$ cat src/rtl/cpu_controller.sv
// rtl/cpu_controller.sv - Moore FSM sequencing fetch, decode and execute for a 16-bit CPU datapath
//
// Ports:
//   clk, rst_n            clock (rising edge) and asynchronous active-low reset
//   opcode[2:0], op[1:0]  instruction fields IR[15:13] and IR[12:11]
//   reset_pc, load_pc     PC source select (start_pc) and PC load enable
//   addr_sel              memory address source: 1 = PC, 0 = data address register
//   load_ir, load_addr    instruction register and data address register loads
//   mem_cmd[1:0]          00 none, 01 read, 10 write
//   nsel[2:0]             register select, one-hot: 100 Rn, 010 Rd, 001 Rm
//   vsel[1:0]             register write-back source: 00 C, 01 sximm8, 10 mem data
//   write                 register file write enable
//   loada..loads          A, B, C and status register loads
//   asel, bsel            A operand forced to 0; B operand taken from sximm5
//   halted                FSM is parked in HALT
module cpu_controller (
  input  logic       clk,
  input  logic       rst_n,
  input  logic [2:0] opcode,
  input  logic [1:0] op,
  output logic       reset_pc,
  output logic       load_pc,
  output logic       addr_sel,
  output logic       load_ir,
  output logic       load_addr,
  output logic [1:0] mem_cmd,
  output logic [2:0] nsel,
  output logic [1:0] vsel,
  output logic       write,
  output logic       loada,
  output logic       loadb,
  output logic       loadc,
  output logic       loads,
  output logic       asel,
  output logic       bsel,
  output logic       halted
);

  localparam logic [4:0] S_RST   = 5'd0;
  localparam logic [4:0] S_IF1   = 5'd1;
  localparam logic [4:0] S_IF2   = 5'd2;
  localparam logic [4:0] S_UPC   = 5'd3;
  localparam logic [4:0] S_DEC   = 5'd4;
  localparam logic [4:0] S_WIMM  = 5'd5;
  localparam logic [4:0] S_GA    = 5'd6;
  localparam logic [4:0] S_GB    = 5'd7;
  // ALU is split in two encodings so asel stays a pure function of state:
  // S_ALU for two-operand ops, S_ALU_U for MOV reg / MVN (A forced to 0).
  localparam logic [4:0] S_ALU   = 5'd8;
  localparam logic [4:0] S_ALU_U = 5'd9;
  localparam logic [4:0] S_WRC   = 5'd10;
  localparam logic [4:0] S_CMPS  = 5'd11;
  localparam logic [4:0] S_ADDR  = 5'd12;
  localparam logic [4:0] S_LADDR = 5'd13;
  localparam logic [4:0] S_MRD   = 5'd14;
  localparam logic [4:0] S_WMEM  = 5'd15;
  localparam logic [4:0] S_GBD   = 5'd16;
  localparam logic [4:0] S_PASS  = 5'd17;
  localparam logic [4:0] S_STOR  = 5'd18;
  localparam logic [4:0] S_HALT  = 5'd19;

  localparam logic [4:0] K_MOVI = 5'b110_10;
  localparam logic [4:0] K_MOVR = 5'b110_00;
  localparam logic [4:0] K_ADD  = 5'b101_00;
  localparam logic [4:0] K_CMP  = 5'b101_01;
  localparam logic [4:0] K_AND  = 5'b101_10;
  localparam logic [4:0] K_MVN  = 5'b101_11;
  localparam logic [4:0] K_LDR  = 5'b011_00;
  localparam logic [4:0] K_STR  = 5'b100_00;

  logic [4:0] state;
  logic [4:0] next_state;
  logic [4:0] key;

  // IR is loaded in IF2, so key is stable from DEC to the end of execute.
  assign key = {opcode, op};

  always_ff @(posedge clk or negedge rst_n) begin
    if (!rst_n) state <= S_RST;
    else        state <= next_state;
  end

  always_comb begin
    next_state = S_HALT;
    case (state)
      S_RST:   next_state = S_IF1;
      S_IF1:   next_state = S_IF2;
      S_IF2:   next_state = S_UPC;
      S_UPC:   next_state = S_DEC;
      S_DEC: begin
        case (key)
          K_MOVI:                      next_state = S_WIMM;
          K_MOVR, K_MVN:               next_state = S_GB;
          K_ADD, K_AND, K_CMP:         next_state = S_GA;
          K_LDR, K_STR:                next_state = S_GA;
          default:                     next_state = S_HALT;
        endcase
      end
      S_GA:    next_state = (key == K_LDR || key == K_STR) ? S_ADDR : S_GB;
      S_GB: begin
        if (key == K_CMP)                      next_state = S_CMPS;
        else if (key == K_ADD || key == K_AND) next_state = S_ALU;
        else                                   next_state = S_ALU_U;
      end
      S_ALU, S_ALU_U: next_state = S_WRC;
      S_ADDR:  next_state = S_LADDR;
      S_LADDR: next_state = (key == K_LDR) ? S_MRD : S_GBD;
      S_MRD:   next_state = S_WMEM;
      S_GBD:   next_state = S_PASS;
      S_PASS:  next_state = S_STOR;
      S_WIMM, S_WRC, S_CMPS, S_WMEM, S_STOR: next_state = S_IF1;
      S_HALT:  next_state = S_HALT;
      default: next_state = S_HALT;
    endcase
  end

  always_comb begin
    reset_pc  = 1'b0;
    load_pc   = 1'b0;
    addr_sel  = 1'b0;
    load_ir   = 1'b0;
    load_addr = 1'b0;
    mem_cmd   = 2'b00;
    nsel      = 3'b000;
    vsel      = 2'b00;
    write     = 1'b0;
    loada     = 1'b0;
    loadb     = 1'b0;
    loadc     = 1'b0;
    loads     = 1'b0;
    asel      = 1'b0;
    bsel      = 1'b0;
    halted    = 1'b0;
    case (state)
      S_RST:   begin reset_pc = 1'b1; load_pc = 1'b1; end
      S_IF1:   begin addr_sel = 1'b1; mem_cmd = 2'b01; end
      S_IF2:   begin addr_sel = 1'b1; mem_cmd = 2'b01; load_ir = 1'b1; end
      S_UPC:   load_pc = 1'b1;
      S_WIMM:  begin nsel = 3'b100; vsel = 2'b01; write = 1'b1; end
      S_GA:    begin nsel = 3'b100; loada = 1'b1; end
      S_GB:    begin nsel = 3'b001; loadb = 1'b1; end
      S_GBD:   begin nsel = 3'b010; loadb = 1'b1; end
      S_ALU:   loadc = 1'b1;
      S_ALU_U: begin loadc = 1'b1; asel = 1'b1; end
      S_WRC:   begin nsel = 3'b010; vsel = 2'b00; write = 1'b1; end
      S_CMPS:  loads = 1'b1;
      S_ADDR:  begin bsel = 1'b1; loadc = 1'b1; end
      S_LADDR: load_addr = 1'b1;
      S_MRD:   begin addr_sel = 1'b0; mem_cmd = 2'b01; end
      S_WMEM:  begin mem_cmd = 2'b01; nsel = 3'b010; vsel = 2'b10; write = 1'b1; end
      S_PASS:  begin asel = 1'b1; loadc = 1'b1; end
      S_STOR:  mem_cmd = 2'b10;
      S_HALT:  halted = 1'b1;
      default: ;
    endcase
  end

endmodule

$ cat config.mk
export PLATFORM = sky130hd
export DESIGN_NAME = cpu_controller
export DESIGN_NICKNAME = d
export VERILOG_FILES = /design/src/rtl/cpu_controller.sv
export SDC_FILE = /design/constraint.sdc
export NUM_CORES = 1
export LEC_CHECK = 0
export ABC_AREA = 0
export BUFFER_PORTS_ARGS = -buffer_cell sky130_fd_sc_hd__buf_2
export CAP_MARGIN = 20
export CORE_UTILIZATION = 30
export CTS_CLUSTER_DIAMETER = 50
export DETAILED_ROUTE_END_ITERATION = 10
export PLACE_DENSITY_LB_ADDON = 0.25
export SYNTH_ARGS = -nofsm -noshare
export SYNTH_HDL_FRONTEND = slang
export SYNTH_SLANG_ARGS = --single-unit
$ cat constraint.sdc
create_clock -name clk -period 2.48 [get_ports clk]
set_clock_uncertainty 0.2 [all_clocks]
set_input_delay 0 -clock clk [delete_from_list [all_inputs] [get_ports clk]]
set_output_delay 0 -clock clk [all_outputs]
set_load 0.01 [all_outputs]
==> impl_metrics.sql, run 1 <==
INSERT INTO impl_metrics (metric_group, metric, value, unit) VALUES
('sta', 'max-slew-margin-rel', '0.597', ''),
('sta', 'fmax', '482', 'MHz'),
('final_layout', 'diodes', '0', ''),
('critical_path', 'worst_path_largest_cell_delay', '0.67', 'ns'),
('placement', 'pre_cts_slack', '0.558', 'ns'),
('logic_synthesis', 'synth_sequential_area_ratio', '0.166', ''),
('global_routing', 'grt_remaining_overflow', '0', ''),
('detailed_routing', 'route.antenna.remaining_nets', '0', ''),
('critical_path', 'worst_setup_path_start_kind', 'register', ''),
('detailed_routing', 'avgViaCountPerCell', '5.51', ''),
('cts', 'number_of_clock_sinks_seen_by_cts', '5', ''),
('logic_synthesis', 'syn_area', '753', 'µm²'),
('logic_synthesis', 'synth.most_common_cell', 'sky130_fd_sc_hd__nor2_1', ''),
('critical_path', 'rr_worst_depth', '4', ''),
('pwr', 'vdd.ir_drop.worst', '0.475', 'mV'),
('sta', 'tns', '0', 'ns'),
('floorplanning', 'design.portCount', '27', ''),
('cts', 'cts-htree-levels', '1', ''),
('sta', 'timing.final.max_slew_violations', '0', ''),
('critical_path', 'crit_path_top_delay_cell', 'sky130_fd_sc_hd__dfrtp_1', ''),
('critical_path', 'worst-endpoint-required', '2.28', 'ns'),
('final_layout', 'nets', '145', ''),
('critical_path', 'crit_chain', 'nand2_1 > or3_1 > a21oi_1 > buf_2', ''),
('final_layout', 'register_area', '125', 'µm²'),
('floorplanning', 'floorplan.initialDensity', '0.328', ''),
('run', 'max_cap_viol_count', '0', ''),
('detailed_routing', 'route.top_layer_used', 'met3', ''),
('critical_path', 'crit_buf_inv', '1', ''),
('hold_path', 'worst_hold_path_ep', 'state[4]', ''),
('final_layout', 'multi_input_area', '554', 'µm²'),
('detailed_routing', 'vias', '909', ''),
('critical_path', 'cp.arrival', '1.87', 'ns'),
('global_routing', 'antenna_found_initial', '0', ''),
('final_layout', 'largestRegisters', 'state: 5 flops', ''),
('final_layout', 'area_growth', '21.6', '%'),
('detailed_routing', 'first_iter_violations', '25', ''),
('logic_synthesis', 'synth_area_leaders', 'sky130_fd_sc_hd__dfrtp_1 17%, sky130_fd_sc_hd__nor2_1 8.5%, sky130_fd_sc_hd__a21oi_1 8.0%', ''),
('logic_synthesis', 'post_synth.cell_area_avg', '6.61', 'µm²'),
('logic_synthesis', 'synth.lib_cells_used.distinct', '41', ''),
('logic_synthesis', 'synth.yosys.warnings', '0', ''),
('placement', 'finalWeightedCongestion', '0.774', ''),
('logic_synthesis', 'synth_flop_cell', 'sky130_fd_sc_hd__dfrtp_1', ''),
('run_status', 'status', 'finished, final reports clean', ''),
('pwr', 'power.density', '1130', 'nW/µm²'),
('sta', 'timing.final.ws_setup', '0.407', 'ns'),
('sta', 'rsz0062_at_grt', 'false', ''),
('final_layout', 'finalNonFillerCells', '165', ''),
('detailed_routing', 'detail_route.wirelength.met1', '1050', 'µm'),
('critical_path', 'rrSetupSlack', '0.51', 'ns'),
('logic_synthesis', 'post-synth-top-area-cell', 'sky130_fd_sc_hd__dfrtp_1', ''),
('logic_synthesis', 'synth-edff-count', '0', ''),
('hold_path', 'min_path_cells', '3', ''),
('cts', 'clockBufferDepth', '2', ''),
('global_routing', 'largest_net_degree_at_the_start_of_global_routing', '21', ''),
('logic_synthesis', 'synth_nets', '121', ''),
('hold_path', 'holdCritPathClass', 'input port to register', ''),
('critical_path', 'cp_top_family', 'flip-flops', ''),
('global_routing', 'grt_pass1_wl', '3410', 'µm'),
('floorplanning', 'core_area', '2300', 'µm²'),
('sta', 'hold_violations', '0', ''),
('critical_path', 'end_kind', 'output pin', ''),
('placement', 'dpl_wire_length', '1620', 'µm'),
('pwr', 'post-layout-total-power', '0.00104', 'W'),
('sta', 'post-route-min-period', '2.07', 'ns'),
('logic_synthesis', 'synth_top_area_frac', '0.166', ''),
('detailed_routing', 'remaining_drcs', '0', ''),
('sta', 'period_share', '0.836', ''),
('sta', 'setup_violations', '0', ''),
('logic_synthesis', 'post_synth_inst_count', '114', ''),
('detailed_routing', 'routedWlPerCell', '13.1', 'µm'),
('logic_synthesis', 'yosys-top-cells-count', '17 x sky130_fd_sc_hd__nor2_1, 12 x sky130_fd_sc_hd__a21oi_1, 10 x sky130_fd_sc_hd__nand2_1, 8 x sky130_fd_sc_hd__buf_2', '');
## per-layer routing
layer  vias to the layer above  track usage
li1                        465            -
met1                       421        0.229
met4                         0       0.0135
met3                         0       0.0380
met5                         -            0
met2                        23        0.261
## cells by family after synthesis
family,synth area share
AND/OR/NAND/NOR,0.414
buffers and inverters,0.0980
flip-flops,0.166
AO/OA/AOI/OAI,0.299
XOR/XNOR,0.0233
## report_power, final
group | internal, W | switching, W
clock | 0.0000607 | 0.0000313
sequential | 0.000117 | 0.000165
combinational | 0.000290 | 0.000374
total | 0.000467 | 0.000570
## how the worst max path moves through the flow
stage,start,to,cells after the start
2_1_floorplan,state[2],state[0],5
3_3_place_gp,state[4],state[4],5
3_5_place_dp,state[0],state[0],5
4_1_cts,state[0],loadb,4
5_1_grt,state[0],loadb,4
6_report,state[0],loadb,4
## repair_timing
action | in CTS | in global routing
gates resized for setup | 0 | 0
hold endpoints to repair | 6 | 0
hold buffers | 3 | 0
setup buffers | 0 | 0
## metrics by stage
step           utilization  area (µm²)
5_1_grt              0.399         916
2_1_floorplan            -         753
6_report             0.399         916
3_5_place_dp         0.374         860
4_1_cts              0.399         916
3_3_place_gp         0.374         860
## cell usage in the layout (no fill, tap or decap), types with 2 or more instances in the layout
cell type                       instances
sky130_fd_sc_hd__nor2_1                17
sky130_fd_sc_hd__nor3_1                 7
sky130_fd_sc_hd__buf_2                 26
sky130_fd_sc_hd__nor3b_1                2
sky130_fd_sc_hd__xnor2_1                2
sky130_fd_sc_hd__nand2_1               10
sky130_fd_sc_hd__o21ai_0                4
sky130_fd_sc_hd__dfrtp_1                5
sky130_fd_sc_hd__a21oi_1               12
sky130_fd_sc_hd__nor2b_1                4
sky130_fd_sc_hd__or3_1                  2
sky130_fd_sc_hd__a31oi_1                3
sky130_fd_sc_hd__nor4_2                 2
sky130_fd_sc_hd__nand3_1                7
sky130_fd_sc_hd__inv_1                  2
sky130_fd_sc_hd__inv_2                  2
sky130_fd_sc_hd__clkbuf_4               3
sky130_fd_sc_hd__dlygate4sd3_1          3
## worst reg2reg max path, delay by kind of cell (launching register included)
family	cells	cell delay, ns
AO/OA/AOI/OAI	3	0.80
flip-flops	1	0.67
buffers and inverters	1	0.20
## cell type report
type,count,area share
Inverter,4,0.0164
Sequential cell,5,0.137
Multi-Input combinational cell,95,0.605
Clock buffer,4,0.0287
Timing Repair Buffer,29,0.175
Tap cell,28,0.0383
Note: power is estimated with default switching activity, not from simulation.
==> run 2, diff against run 1 <==
Clock period 2.48 ns to 1.9 ns, I/O delays scaled along.
==> run 2 against run 1 <==
  * Utilization rose by 4.7 points
  * Clock power rose by 33%
  * Combinational power rose by 78%
  * Highest routed layer unchanged
  * First-iteration DRC count rose by 28%
  * Largest power group unchanged
  * Cell area rose by 12%
==> impl_metrics.sql, run 2 (synthesis results as in run 1) <==
INSERT INTO impl_metrics (metric_group, metric, value, unit) VALUES
('run_status', 'status', 'finished, final reports clean', ''),
('final_layout', 'largest_register_ff_count', '5', ''),
('cts', 'path_clk_slew', '0.05', 'ns'),
('pwr', 'share_comb_of_total_power', '0.764', ''),
('sta', 'period_share', '0.958', ''),
('final_layout', 'regMostFlops', 'state', ''),
('floorplanning', 'core_area', '2300', 'µm²'),
('pwr', 'sw_share', '0.522', ''),
('critical_path', 'worst_setup_path_start_kind', 'register', ''),
('pwr', 'p_clk_frac', '0.079', ''),
('critical_path', 'critPathKind', 'register to output pin', ''),
('detailed_routing', 'routedWlPerCell', '13.2', 'µm'),
('global_routing', 'grt_pass1_wl', '3810', 'µm'),
('global_routing', 'track_usage', '0.185', ''),
('global_routing', 'number_of_global_route_vias_before_repair', '838', ''),
('final_layout', 'largestRegisters', 'state: 5 flops', ''),
('detailed_routing', 'postRouteWirelength', '2340', 'µm'),
('cts', 'number_of_clock_sinks_seen_by_cts', '5', ''),
('critical_path', 'end_kind', 'output pin', ''),
('placement', 'finalWeightedCongestion', '0.835', ''),
('detailed_routing', 'remaining_drcs', '0', ''),
('final_layout', 'nets', '157', ''),
('sta', 'fmax', '549', 'MHz'),
('placement', 'place_area', '935', 'µm²'),
('critical_path', 'crit_chain', 'buf_4 > or3_1 > nor3b_2 > buf_2', ''),
('sta', 'post-route-min-period', '1.82', 'ns'),
('cts', 'cts_buf_count', '3', ''),
('pwr', 'post-layout-total-power', '0.00154', 'W'),
('critical_path', 'rrSetupSlack', '0.08', 'ns'),
('sta', 'tns', '0', 'ns'),
('cts', 'clockBufferDepth', '2', ''),
('final_layout', 'finish.instance_area', '1020', 'µm²'),
('run', 'max_cap_viol_count', '0', ''),
('sta', 'hold_violations', '0', ''),
('placement', 'dpl_wire_length', '1780', 'µm'),
('final_layout', 'area_growth', '36.0', '%'),
('pwr', 'share_seq_of_total_power', '0.157', ''),
('critical_path', 'crit_path_top_delay_cell', 'sky130_fd_sc_hd__dfrtp_2', ''),
('global_routing', 'antenna_found_initial', '0', ''),
('placement', 'place.port_buffers', '26', ''),
('detailed_routing', 'first_iter_violations', '32', ''),
('detailed_routing', 'route.antenna.remaining_nets', '0', ''),
('pwr', 'power.density', '1510', 'nW/µm²'),
('sta', 'timing.final.max_slew_violations', '0', ''),
('pwr', 'power.net_switching', '0.000805', 'W'),
('critical_path', 'crit_buf_inv', '2', ''),
('pwr', 'power_leakage', '0.458', 'nW'),
('critical_path', 'critPathMaxFanout', '9', ''),
('critical_path', 'worst_path_largest_cell_delay', '0.46', 'ns'),
('sta', 'rsz0062_at_grt', 'false', ''),
('floorplanning', 'floorplan.initialDensity', '0.328', ''),
('cts', 'clock_insertion_delay_worst_skew', '0.24', 'ns'),
('global_routing', 'largest_net_degree_at_the_start_of_global_routing', '14', ''),
('critical_path', 'cp.arrival', '1.62', 'ns'),
('final_layout', 'layout.cells.most_common', 'sky130_fd_sc_hd__buf_2', ''),
('global_routing', 'grt_remaining_overflow', '0', ''),
('floorplanning', 'die_area', '2710', 'µm²'),
('floorplanning', 'design.portCount', '27', ''),
('detailed_routing', 'vias', '995', ''),
('sta', 'max-slew-margin-rel', '0.697', ''),
('sta', 'setup_violations', '0', ''),
('final_layout', 'final_layout_size_suffix_gt1_frac', '0.336', ''),
('detailed_routing', 'first_pass_iters', '4', ''),
('critical_path', 'cp_top_family', 'simple AND/OR/NAND/NOR gates', ''),
('final_layout', 'mostFrequentLayoutCells', '26 x sky130_fd_sc_hd__buf_2, 17 x sky130_fd_sc_hd__nor2_1, 12 x sky130_fd_sc_hd__a21oi_1', ''),
('cts', 'cts_tree', 'done', ''),
('detailed_routing', 'avgViaCountPerCell', '5.62', ''),
('floorplanning', 'die-height', '52.1', 'µm'),
('pwr', 'vdd.ir_drop.worst', '0.582', 'mV'),
('pwr', 'internal_power', '0.000738', 'W'),
('critical_path', 'worst-endpoint-required', '1.70', 'ns'),
('cts', 'cts-root-buf', 'sky130_fd_sc_hd__clkbuf_4', ''),
('sta', 'pin_slew_with_the_least_headroom_to_its_limit', '0.444', 'ns'),
('floorplanning', 'floorplan.die.width', '52.1', 'µm'),
('final_layout', 'finish.utilization', '0.446', ''),
('floorplanning', 'num_rows', '17', ''),
('hold_path', 'holdCritPathClass', 'input port to register', ''),
('cts', 'cts-htree-levels', '1', ''),
('final_layout', 'diodes', '0', '');
run 2: cell type report:
cell class              instances  area [µm²]
repair buffers                 41         253
multi-input cells              95         568
inverters                       4        15.0
clock buffers                   4        26.3
fillers                       249        1270
well taps                      28        35.0
flip-flops and latches          5         128
run 2: worst paths after layout:
path                                  to  startpoint  depth (start not counted)
worst min register to register  state[3]    state[4]                          1
min in group asynchronous       state[1]       rst_n                          3
max in group asynchronous       state[2]       rst_n                          3
worst min-delay path            state[0]   opcode[1]                          4
worst max-delay path             load_pc    state[2]                          4
worst max register to register  state[0]    state[3]                          6
run 2: timing repair:
action	in CTS	in global routing
setup buffers	1	0
endpoints found under the setup margin	2	3
resized for setup	1	3
hold endpoints to repair	6	0
hold buffers	4	0
run 2: per-layer routing:
layer	part of all wire	track usage
met3	0.055	0.0468
met5	0	0
met4	0	0.0135
met2	0.48	0.295
met1	0.47	0.257
run 2: power by group through the flow:
stage	combinational, W	clock, W	sequential, W
6_report	0.00118	0.000122	0.000243
3_5_place_dp	0.00111	0	0.000258
2_1_floorplan	0.000827	0	0.000179
5_1_grt	0.00128	0.000136	0.000250
4_1_cts	0.00115	0.000128	0.000239
3_3_place_gp	0.00110	0	0.000263
run 2: metrics by stage:
| step | instances | worst slack (ns) | hold WS, ns |
|---|---|---|---|
| after global placement | 168 | 0.176 | -0.381 |
| after CTS | 177 | 0.0223 | 0.0243 |
| after global routing | 177 | 0.00710 | 0.0646 |
| final | 177 | 0.0794 | 0.0330 |
| after floorplan | 114 | 0.281 | -0.496 |
| after detailed placement | 168 | 0.149 | -0.384 |
run 2: worst min-delay path: cells and delay by family:
kind | cells | cell delay (ns)
buf+inv | 2 | 0.18
compound gates | 2 | 0.25
